`config.mk`:
```
export PLATFORM = sky130hd
export DESIGN_NAME = pos_sync_sender
export DESIGN_NICKNAME = d
export VERILOG_FILES = /design/src/rtl/pos_sync_sender.sv
export SDC_FILE = /design/constraint.sdc
export NUM_CORES = 1
export LEC_CHECK = 0
export CORE_AREA = 3 3 81 75
export CTS_CLUSTER_SIZE = 20
export DETAILED_ROUTE_END_ITERATION = 10
export DIE_AREA = 0 0 84 78
export GPL_ROUTABILITY_DRIVEN = 1
export PLACE_DENSITY = 0.74
export SLEW_MARGIN = 0
export SYNTH_ARGS = -nofsm -noshare
export SYNTH_HDL_FRONTEND = slang
export SYNTH_SLANG_ARGS = --single-unit
```
`constraint.sdc`:
```
create_clock -name clk100MHz -period 2.33 [get_ports clk100MHz]
set_input_delay 0.233 -clock clk100MHz [delete_from_list [all_inputs] [get_ports clk100MHz]]
set_output_delay 0.233 -clock clk100MHz [all_outputs]
set_load 0.02 [all_outputs]
```
`src/rtl/pos_sync_sender.sv`:
```
// Source side of a toggle req/ack crossing for mouse position words.
// Holds the launched word stable until the synchronised ack matches the request toggle.
module pos_sync_sender #(
    parameter int WIDTH       = 12,
    parameter int SYNC_STAGES = 2,
    parameter int CNT_W       = 8
) (
    input  logic             clk100MHz,
    input  logic             rst,
    input  logic [WIDTH-1:0] xpos_in,
    input  logic [WIDTH-1:0] ypos_in,
    input  logic             valid_in,
    input  logic             ack_toggle_in,
    output logic [WIDTH-1:0] xpos_hold,
    output logic [WIDTH-1:0] ypos_hold,
    output logic             req_toggle,
    output logic             busy,
    output logic [CNT_W-1:0] drop_cnt
);

    typedef enum logic {IDLE, SEND} state_t;

    state_t                 state_reg, state_next;
    logic [SYNC_STAGES-1:0] ack_sync_reg;
    logic [WIDTH-1:0]       xpos_hold_reg, xpos_hold_next;
    logic [WIDTH-1:0]       ypos_hold_reg, ypos_hold_next;
    logic [WIDTH-1:0]       xpos_pend_reg, xpos_pend_next;
    logic [WIDTH-1:0]       ypos_pend_reg, ypos_pend_next;
    logic                   pend_valid_reg, pend_valid_next;
    logic                   req_reg, req_next;
    logic [CNT_W-1:0]       drop_reg, drop_next;
    logic [CNT_W-1:0]       drop_inc;
    logic                   done;

    // The synchronised ack is only ever compared with our own request toggle.
    assign done     = (ack_sync_reg[SYNC_STAGES-1] == req_reg);
    assign drop_inc = (drop_reg == {CNT_W{1'b1}}) ? drop_reg : drop_reg + CNT_W'(1);

    always_comb begin
        state_next      = state_reg;
        xpos_hold_next  = xpos_hold_reg;
        ypos_hold_next  = ypos_hold_reg;
        xpos_pend_next  = xpos_pend_reg;
        ypos_pend_next  = ypos_pend_reg;
        pend_valid_next = pend_valid_reg;
        req_next        = req_reg;
        drop_next       = drop_reg;
        case (state_reg)
            IDLE: begin
                if (valid_in) begin
                    xpos_hold_next = xpos_in;
                    ypos_hold_next = ypos_in;
                    req_next       = ~req_reg;
                    state_next     = SEND;
                end
            end
            SEND: begin
                if (done) begin
                    // A sample arriving on the completing edge is newer than any pending one.
                    if (valid_in) begin
                        xpos_hold_next  = xpos_in;
                        ypos_hold_next  = ypos_in;
                        req_next        = ~req_reg;
                        pend_valid_next = 1'b0;
                        if (pend_valid_reg) drop_next = drop_inc;
                    end else if (pend_valid_reg) begin
                        xpos_hold_next  = xpos_pend_reg;
                        ypos_hold_next  = ypos_pend_reg;
                        req_next        = ~req_reg;
                        pend_valid_next = 1'b0;
                    end else begin
                        state_next = IDLE;
                    end
                end else if (valid_in) begin
                    xpos_pend_next  = xpos_in;
                    ypos_pend_next  = ypos_in;
                    pend_valid_next = 1'b1;
                    if (pend_valid_reg) drop_next = drop_inc;
                end
            end
            default: state_next = IDLE;
        endcase
    end

    always_ff @(posedge clk100MHz) begin
        if (rst) begin
            state_reg      <= IDLE;
            ack_sync_reg   <= '0;
            xpos_hold_reg  <= '0;
            ypos_hold_reg  <= '0;
            xpos_pend_reg  <= '0;
            ypos_pend_reg  <= '0;
            pend_valid_reg <= 1'b0;
            req_reg        <= 1'b0;
            drop_reg       <= '0;
        end else begin
            state_reg      <= state_next;
            ack_sync_reg   <= {ack_sync_reg[SYNC_STAGES-2:0], ack_toggle_in};
            xpos_hold_reg  <= xpos_hold_next;
            ypos_hold_reg  <= ypos_hold_next;
            xpos_pend_reg  <= xpos_pend_next;
            ypos_pend_reg  <= ypos_pend_next;
            pend_valid_reg <= pend_valid_next;
            req_reg        <= req_next;
            drop_reg       <= drop_next;
        end
    end

    assign xpos_hold  = xpos_hold_reg;
    assign ypos_hold  = ypos_hold_reg;
    assign req_toggle = req_reg;
    assign busy       = (state_reg == SEND);
    assign drop_cnt   = drop_reg;

endmodule

```
# == Word level (Yosys, flattened, before mapping) ==
# Index checks and enable logic that the tools add are counted.
# word_totals
ff_bits,61
latch_bits,0
ramBits,0
mem_bits_ro,0
output_inout_bits,34
word_cells,46
n_memories,0
# classes
add_sub_neg,1
mul,0
div,0
magnitude_cmp,0
n_eq_ne,5
shift,0
muxes,22
bitwise,4
reduce_logical,5
# op_table
cell,count
$mux W12,8
$pmux W12 S2,2
$mux W1,10
$add A8 B1 Y8 const B,1
$eq A8 B8 Y1 const B,1
$reduce_and A3 Y1,2
$not A1 Y1,4
$pmux W1 S2,2
$reduce_and A4 Y1,1
$ne A3 B2 Y1 const B,1
$ne A2 B1 Y1 const B,1
$ne A2 B2 Y1 const B,1
$reduce_and A2 Y1,1
$reduce_bool A2 Y1,1
$eq A1 B1 Y1,1

# == Depth between registers and ports, before layout ==
# Gate-level depths: netlist of run 1.
# logic_depth
word_depth,5
ltp_mapped,6

# == Worst setup path before layout of run 1 ==
# No wires, ideal clock.
# synth_path
path_kind,register to register
startpoint,"reg drop_reg[0], in the netlist drop_cnt[0]"
endpoint,"reg drop_reg[5], in the netlist drop_cnt[5]"
setup_time_ns,0.130
arrival_ns,1.329
t_required_ns,2.200
setup_slack_ns,0.871
path_stages_with_launch,6
path_cell_list,dfxtp_1 > ha_1 > and2_1 > a2111oi_2 > xnor2_1 > nor2_1
# synth_between
elab_chain_len,3
word_cells_on_any_way,4
# synth_rtl
element,line,rtl
from (decl),31,"logic [CNT_W-1:0] drop_reg, drop_next;"
from (signal assigned),105,drop_reg <= drop_next;
"parallel branches: the longest is 3 deep, another holds $add A8 B1 Y8",--,
# Several ways; the timed one is not identified.
# A chain may end at the register's enable or synchronous reset.

# == Worst setup path after layout of run 1 ==
# layout_path
startpoint,"reg state_reg, in the netlist busy"
endpoint,out busy
# layout_lines
element,line,rtl
from (decl),23,"state_t state_reg, state_next;"
from (signal assigned),97,state_reg <= state_next;
to (decl),17,"output logic busy,"
# No word-level cell between the ends.

==> impl_metrics.csv, run 1 <==
group,metric,value,unit
sta,fin_crit_sh,79.1,%
critical_path,critPathRequiredTime,2.10,ns
critical_path,crit_path_max_fanout,12,
drt,drt_iter0_drc,99,
floorplanning,initial_core_util,49.3,%
synth,ys_seq_area_share,46.9,%
grt,grt_use_met2,26.6,%
drt,drt_first_pass_iters,4,
grt,grt.total_usage,17.2,%
drt,ant_nets,0,
cts,clockBufferDepth,2,
power,p_comb_share,15.9,%
final_layout,final_common_cell,"dfxtp_1",
sta,clock.fmax,542,MHz
critical_path,crit_chain,"clkdlybuf4s50_1",
grt,grt_max_degree,35,
sta,worst_pin_slew,0.578,ns
floorplanning,fp-row-count,25,
grt,first_global_vias,1963,
drt,drc,0,
sta,holdWs,0.372,ns
drt,route.vias.total,2089,
cts,cts_hold_buf,0,
critical_path,cp-start-kind,"flop",
run,cap_violations,0,
grt,met1_usage,21.1,%
sta,report.final.slew_viol_count,0,
power,p_int,1.84,mW
synth,syn_area,2600,µm²
sta,timing.setup.tns,0,ns
power,clkPwrFrac,37.7,%
cts,path_clk_slew,0.06,ns
cts,clock-root-buffer,"clkbuf_8",
floorplanning,coreArea,5290,µm²
synth,synth_top_area_share,46.9,%
power,peakVddDrop,450,µV
hold_path,hold_class,"primary input to flop",
synth,synth_cell_type_count,34,
synth,yosysWarnings,0,
sta,fin_skew,0.00363,ns
critical_path,crit_slowest_cell,"clkdlybuf4s50_1",
final_layout,antenna_cells,0,
placed_design,dp_hpwl,3.56,mm
synth,async_flop_share,0,%
grt,antenna_found_initial,0,
sta,slew_headroom,61.5,%
placed_design,io_buffers,61,
sta,final-hold-violation-count,0,
outcome,outcome,"finished, final reports clean",
final_layout,layout-drive-gt1-share,12.9,%
floorplanning,dieHeight,78,µm
grt,grt_use_met3,7.96,%
synth,synthesis.nets,308,
synth,postSynthCellCount,279,
sta,grt_setup_unrepaired,"false",
sta,fin_crit,1.84,ns
final_layout,syn_to_final_growth,31.6,%
power,p_leak,1.33,nW
power,p_sw,0.608,mW
floorplanning,die_w,84,µm
final_layout,fin_nets,365,
critical_path,path_class,"flop to output port",
synth,synth_edf_count,0,
critical_path,arrival,1.61,ns
critical_path,critical_path.top_delay_family,"buffers and inverters",
cts,cts_tree,"built",
drt,viasPerCell,5.13,
sta,setup_violations,0,
power,powerDensity,713,nW/µm²
cts,cts_buffers,9,
drt,routed_wl,5.33,mm
synth,ys_top_cells_by_area,"dfxtp_1 (47%), mux2i_1 (9.6%), nand2_1 (7.5%)",
grt,grt_pass1_wl,8.94,mm
final_layout,final_cell_mix,"dfxtp_1 (61), clkdlybuf4s50_1 (60), nand2_1 (52), nor2_1 (33), mux2i_1 (25)",
cts,cts.sinks,61,
synth,synthFlopType,"dfxtp_1",
grt,overflow,0,
drt,wl_per_cell,13.1,µm
cts,clkLatencyLatePin,0.33,ns
power,seq_power_share,46.5,%
critical_path,crit_buf_inv,1,
critical_path,crit_path_end_kind,"output port",
floorplanning,design.die.area,6550,µm²
floorplanning,io_pins,62,
synth,ys_seq_elements,61,
grt,top_usage_layer,"met2",
synth,yosysTopAreaCell,"dfxtp_1",
power,swShare,24.9,%
placed_design,place_congestion,0.760,
power,total_power,2.45,mW
cts,postCtsSetupRepairBufs,0,
critical_path,cp_slowest_stage_delay,0.70,ns
cts,cts.repair.resized,0,
cts,htreeDepth,3,
synth,syn_avg_cell_area,9.33,µm²
-- synthesized netlist by cell type (3+ instances only) --
cell type	count
a211oi_1	17
a211oi_2	10
a21oi_1	18
a21oi_2	10
a31oi_1	3
buf_2	4
buf_6	5
clkbuf_1	8
dfxtp_1	61
inv_1	4
mux2i_1	25
nand2_1	52
nor2_1	33
-- routing by layer --
metal | routed length, µm | vias up
li1 | - | 1082
met1 | 2530 | 946
met2 | 2400 | 53
met3 | 315 | 8
met4 | 85 | 0
met5 | 0 | -
-- per-stage QoR --
stage | utilization (%) | cells | setup slack [ns] | cell area [µm²]
global placement | 61.2 | 392 | 0.540 | 3230
global route | 64.8 | 407 | 0.391 | 3430
detailed placement | 61.2 | 392 | 0.465 | 3230
floorplan | - | 279 | 0.871 | 2600
finish | 64.8 | 407 | 0.486 | 3430
CTS | 64.8 | 407 | 0.450 | 3430
-- power groups by stage --
stage	clock (mW)	sequential [mW]	combinational, mW
after floorplan	0	1.20	0.183
after global placement	0	1.16	0.384
after detailed placement	0	1.16	0.391
after CTS	0.950	1.14	0.393
after global routing	1.00	1.14	0.420
final	0.921	1.14	0.388
-- path summary, 6_finish.rpt --
kind,slack (ns),start,end,cells after the start
hold / removal,0.37,rst,req_toggle,2
setup reg to reg,0.69,busy,ypos_hold[0],5
hold reg to reg,0.45,ack_sync_reg[0],ack_sync_reg[1],1
setup / recovery,0.49,busy,busy,1
-- area by class of cell --
class | count | area, µm²
Clock buffer | 14 | 163
Clock inverter | 1 | 30.0
Fill cell | 456 | 1860
Inverter | 4 | 15.0
Multi-Input combinational cell | 193 | 1230
Sequential cell | 61 | 1220
Tap cell | 67 | 83.8
Timing Repair Buffer | 67 | 688
-- cell families after synthesis --
kind of cell / count (synthesis) / share of synthesized area (%)
simple gates: 99 / 15.8
buf+inv: 25 / 6.29
xor+xnor: 4 / 1.63
mux: 25 / 9.61
fa+ha+maj: 1 / 0.480
flops: 61 / 46.9
compound gates: 64 / 19.3
Power figures use the tool's default switching activity.
==> inputs of run 2 (changes only) <==
Settings changed: CORE_AREA 3 3 81 75 to 3 3 81 76, DIE_AREA 0 0 84 78 to 0 0 84 79, PLACE_DENSITY 0.74 to 0.73.
Clock period 2.33 ns to 1.75 ns, I/O delays scaled along.
==> impl_metrics.csv, run 2 (synthesis gave the netlist of run 1 again) <==
group,metric,value,unit
sta,timing.setup.tns,0,ns
drt,drc,0,
floorplanning,design.die.area,6640,µm²
power,peakVddDrop,568,µV
drt,route.vias.total,2104,
placed_design,io_buffers,61,
sta,final-hold-violation-count,0,
sta,fin_crit,1.67,ns
drt,ant_nets,0,
cts,cts.sinks,61,
final_layout,antenna_cells,0,
sta,report.final.slew_viol_count,0,
cts,clockBufferDepth,2,
final_layout,final_cell_mix,"dfxtp_1 (61), clkdlybuf4s50_1 (60), nand2_1 (52), nor2_1 (33), mux2i_1 (25)",
critical_path,setup.worst_path.start,"busy",
grt,grt_use_met2,27.1,%
grt,grt_use_met3,6.12,%
drt,routed_wl,5.29,mm
sta,fin_crit_sh,95.4,%
critical_path,critical_path.top_delay_family,"buffers and inverters",
critical_path,cp_slowest_stage_delay,0.67,ns
final_layout,finalNonFillerCells,414,
floorplanning,initial_core_util,49.3,%
floorplanning,fp-row-count,25,
critical_path,cp-start-kind,"flop",
critical_path,rr_startpoint,"drop_cnt[0]",
placed_design,place_inst,398,
grt,met1_usage,20.4,%
cts,path_clk_slew,0.06,ns
final_layout,fin_nets,371,
power,powerDensity,976,nW/µm²
critical_path,arrival,1.49,ns
floorplanning,die_w,84,µm
floorplanning,coreArea,5290,µm²
power,p_leak,1.38,nW
sta,slew_headroom,79.6,%
hold_path,worst_hold_startpoint,"rst",
drt,viasPerCell,5.08,
drt,drt_iter0_drc,111,
critical_path,crit_buf_inv,1,
critical_path,path_depth,1,
critical_path,crit_path_max_fanout,6,
critical_path,critPathRequiredTime,1.57,ns
placed_design,dp_hpwl,3.56,mm
grt,top_usage_layer,"met2",
grt,first_global_vias,2018,
critical_path,crit_path_end_kind,"output port",
sta,grt_setup_unrepaired,"false",
grt,grt.total_usage,16.9,%
sta,worst_pin_slew,0.305,ns
sta,holdWs,0.310,ns
cts,cts.repair.resized,0,
sta,setup_violations,0,
sta,fin_skew,0.00747,ns
cts,cts_tree,"built",
cts,cts_buffers,9,
final_layout,syn_to_final_growth,34.6,%
sta,setup_slack,0.0808,ns
hold_path,hold_class,"primary input to flop",
grt,overflow,0,
critical_path,rr_endpoint,"drop_cnt[5]",
floorplanning,io_pins,62,
critical_path,crit_chain,"clkdlybuf4s50_1",
drt,drt_first_pass_iters,4,
cts,clock-root-buffer,"clkbuf_8",
run,cap_violations,0,
final_layout,finalCoreUtilization,66.3,%
critical_path,r2r_cells,5,
floorplanning,dieHeight,79,µm
critical_path,rrSetupSlack,0.31,ns
final_layout,layout-drive-gt1-share,15.3,%
cts,htreeDepth,3,
placed_design,place_congestion,0.772,
outcome,outcome,"finished, final reports clean",
cts,postCtsSetupRepairBufs,0,
critical_path,crit_slowest_cell,"clkdlybuf4s50_1",
cts,cts_hold_buf,0,
sta,clock.fmax,599,MHz
critical_path,path_class,"flop to output port",
grt,grt_max_degree,62,
critical_path,crit_end,"busy",
cts,clkLatencyLatePin,0.34,ns
placed_design,place_ws,0.112,ns
grt,grt_pass1_wl,9.03,mm
final_layout,final.fill_count,452,
drt,wl_per_cell,12.8,µm
final_layout,final_common_cell,"dfxtp_1",
grt,antenna_found_initial,0,
## run 2: cell types whose count changed in the layout (fill, tap and decap cells not counted), sizes merged
cell,change
buf,+6
clkinv,+2
clkbuf,-2
bufinv,+1
## run 2: worst register-to-register path, cell delays in order, from the launching register on
cell,delay [ns]
dfxtp_1,0.34
ha_1,0.26
and2_1,0.19
a2111oi_2,0.33
xnor2_1,0.16
nor2_1,0.05
## run 2: worst min path at each step
stage,endpoint,depth (start not counted)
finish,req_toggle,3
global route,req_toggle,3
floorplan,ack_sync_reg[0],1
global placement,ack_sync_reg[1],1
detailed placement,ack_sync_reg[1],1
CTS,ypos_pend_reg[5],3
## run 2: where the power goes
| group | total [mW] | internal [mW] | switching, mW |
|---|---|---|---|
| registers | 1.51 | 1.46 | 0.0443 |
| clock network | 1.38 | 0.875 | 0.509 |
| logic | 0.530 | 0.262 | 0.268 |
## run 2: per-layer routing
metal	wire length, µm	part of all wire (%)	vias up
li1	-	-	1091
met3	298	5.6	7
met4	76	1.4	0
met2	2450	46	48
met1	2470	47	958
met5	0	0	-
## run 2: layout make-up
| cell class | instances | area [µm²] | area share (%) |
|---|---|---|---|
| multi-input combinational | 193 | 1230 | 35.0 |
| sequential | 61 | 1220 | 34.8 |
| timing repair buffer | 73 | 733 | 20.9 |
| clock buffer | 12 | 155 | 4.43 |
| tap | 67 | 83.8 | 2.39 |
| clock inverter | 4 | 70.1 | 2.00 |
| inverter | 4 | 15.0 | 0.428 |
## run 2: through the flow
step,area [µm²],total power [mW]
global route,3500,3.57
global placement,3280,2.07
detailed placement,3280,2.07
floorplan,2600,1.85
CTS,3500,3.47
finish,3500,3.42
==> inputs of run 3 (changes only) <==
Settings changed: CELL_PAD_IN_SITES_DETAIL_PLACEMENT set to 1, CELL_PAD_IN_SITES_GLOBAL_PLACEMENT set to 1, CORE_AREA 3 3 81 76 to 3 3 93 86, CTS_CLUSTER_SIZE 20 to 14, DIE_AREA 0 0 84 79 to 0 0 96 89, PLACE_DENSITY 0.73 to 0.74.
==> impl_metrics.csv, run 3 (synthesis gave the netlist of run 1 again) <==
group,metric,value,unit
final_layout,finalCoreUtilization,49.2,%
cts,cts_tree,"built",
critical_path,crit_buf_inv,1,
placed_design,placed_cell_area,3320,µm²
grt,grt_pass1_wl,10.2,mm
floorplanning,fp-row-count,29,
critical_path,crit_path_end_kind,"output port",
power,total_power,3.09,mW
power,seq_power_share,48.9,%
sta,report.final.slew_viol_count,0,
cts,cts_buffers,9,
grt,antenna_found_initial,0,
sta,clock.fmax,615,MHz
sta,slew_headroom,76.2,%
run,cap_violations,0,
floorplanning,dieHeight,89,µm
critical_path,cp_slowest_stage_delay,0.66,ns
final_layout,fin_nets,372,
grt,first_global_vias,2169,
sta,holdWs,0.143,ns
final_layout,layout-drive-gt1-share,15.5,%
hold_path,hold_class,"primary input to flop",
power,p_int,2.23,mW
floorplanning,io_pins,62,
sta,fin_crit_sh,93.0,%
cts,postCtsSetupRepairBufs,0,
cts,path_clk_slew,0.07,ns
final_layout,fin_area,3480,µm²
cts,cts_hold_buf,0,
drt,drt_iter0_drc,26,
cts,cts.sinks,61,
cts,htreeDepth,3,
cts,clock-root-buffer,"clkbuf_8",
sta,fin_crit,1.63,ns
critical_path,critical_path.top_delay_family,"buffers and inverters",
critical_path,cp-start-kind,"flop",
power,p_comb_share,17.3,%
floorplanning,design.die.area,8540,µm²
outcome,outcome,"finished, final reports clean",
sta,final-hold-violation-count,0,
critical_path,crit_chain,"clkdlybuf4s50_1",
power,swShare,27.8,%
final_layout,final_cell_mix,"dfxtp_1 (60), clkdlybuf4s50_1 (60), nand2_1 (52), nor2_1 (33), mux2i_1 (25)",
power,p_sw,0.861,mW
drt,drt_first_pass_iters,4,
final_layout,antenna_cells,0,
drt,route.vias.total,2180,
final_layout,syn_to_final_growth,33.6,%
critical_path,crit_slowest_cell,"clkdlybuf4s50_1",
critical_path,crit_path_max_fanout,8,
sta,fin_skew,0.0107,ns
drt,ant_nets,0,
final_layout,final.fill_count,825,
drt,viasPerCell,4.94,
critical_path,arrival,1.45,ns
sta,grt_setup_unrepaired,"false",
placed_design,io_buffers,61,
critical_path,critPathRequiredTime,1.57,ns
grt,grt_max_degree,31,
sta,setup_violations,0,
placed_design,dp_hpwl,4.25,mm
power,peakVddDrop,485,µV
placed_design,place_congestion,0.741,
floorplanning,coreArea,7080,µm²
drt,wl_per_cell,14.0,µm
power,powerDensity,889,nW/µm²
floorplanning,die_w,96,µm
cts,clockBufferDepth,2,
sta,worst_pin_slew,0.357,ns
cts,clkLatencyLatePin,0.34,ns
floorplanning,initial_core_util,36.8,%
grt,overflow,0,
drt,drc,0,
drt,routed_wl,6.16,mm
critical_path,path_class,"flop to output port",
cts,cts.repair.resized,0,
power,clkPwrFrac,33.8,%
power,p_leak,1.35,nW
sta,timing.setup.tns,0,ns
grt,grt.total_usage,15.4,%
## run 3: worst paths after layout
check	start	to	slack (ns)	cells past startpoint
worst max-delay path	drop_cnt[4]	drop_cnt[4]	0.12	1
worst min-delay path	rst	drop_cnt[1]	0.14	2
worst max register to register	drop_cnt[0]	drop_cnt[5]	0.26	5
worst min register to register	ack_sync_reg[0]	ack_sync_reg[1]	0.44	1
## run 3: power by group through the flow
stage	Clock (mW)	Sequential, mW	Combinational [mW]
after floorplan	0	1.60	0.244
after global placement	0	1.54	0.533
after detailed placement	0	1.54	0.543
after CTS	1.09	1.51	0.544
after global routing	1.16	1.52	0.586
final	1.04	1.51	0.535
## run 3: worst register-to-register path, stage by stage, from the launching register on
cell and delay [ns]:
dfxtp_1 0.34, ha_1 0.26, and2_1 0.20, a2111oi_2 0.35, xnor2_1 0.17, nor2_1 0.05
## run 3: area by class of cell
cell class                 instances  area (µm²)  area share (%)
sequential                        61        1220            35.1
timing repair buffer              74         741            21.3
tap                               93         116            3.34
inverter                           4        15.0           0.431
clock buffer                      11         131            3.78
multi-input combinational        193        1230            35.2
clock inverter                     5        27.5           0.791
## run 3: routing by layer
metal / share of wire, % / global-route usage, % / wire [µm] / vias to the layer above
li1: - / - / - / 1095
met1: 46 / 19.0 / 2840 / 1032
met2: 48 / 25.3 / 2970 / 46
met3: 4.3 / 5.05 / 266 / 7
met4: 1.3 / 5.43 / 80 / 0
met5: 0 / 0 / 0 / -
## run 3: stage by stage
stage | cells | setup slack (ns)
after CTS | 441 | 0.00713
after global placement | 425 | 0.185
final | 441 | 0.123
after detailed placement | 425 | 0.128
after global routing | 441 | 0.0469
after floorplan | 279 | 0.291
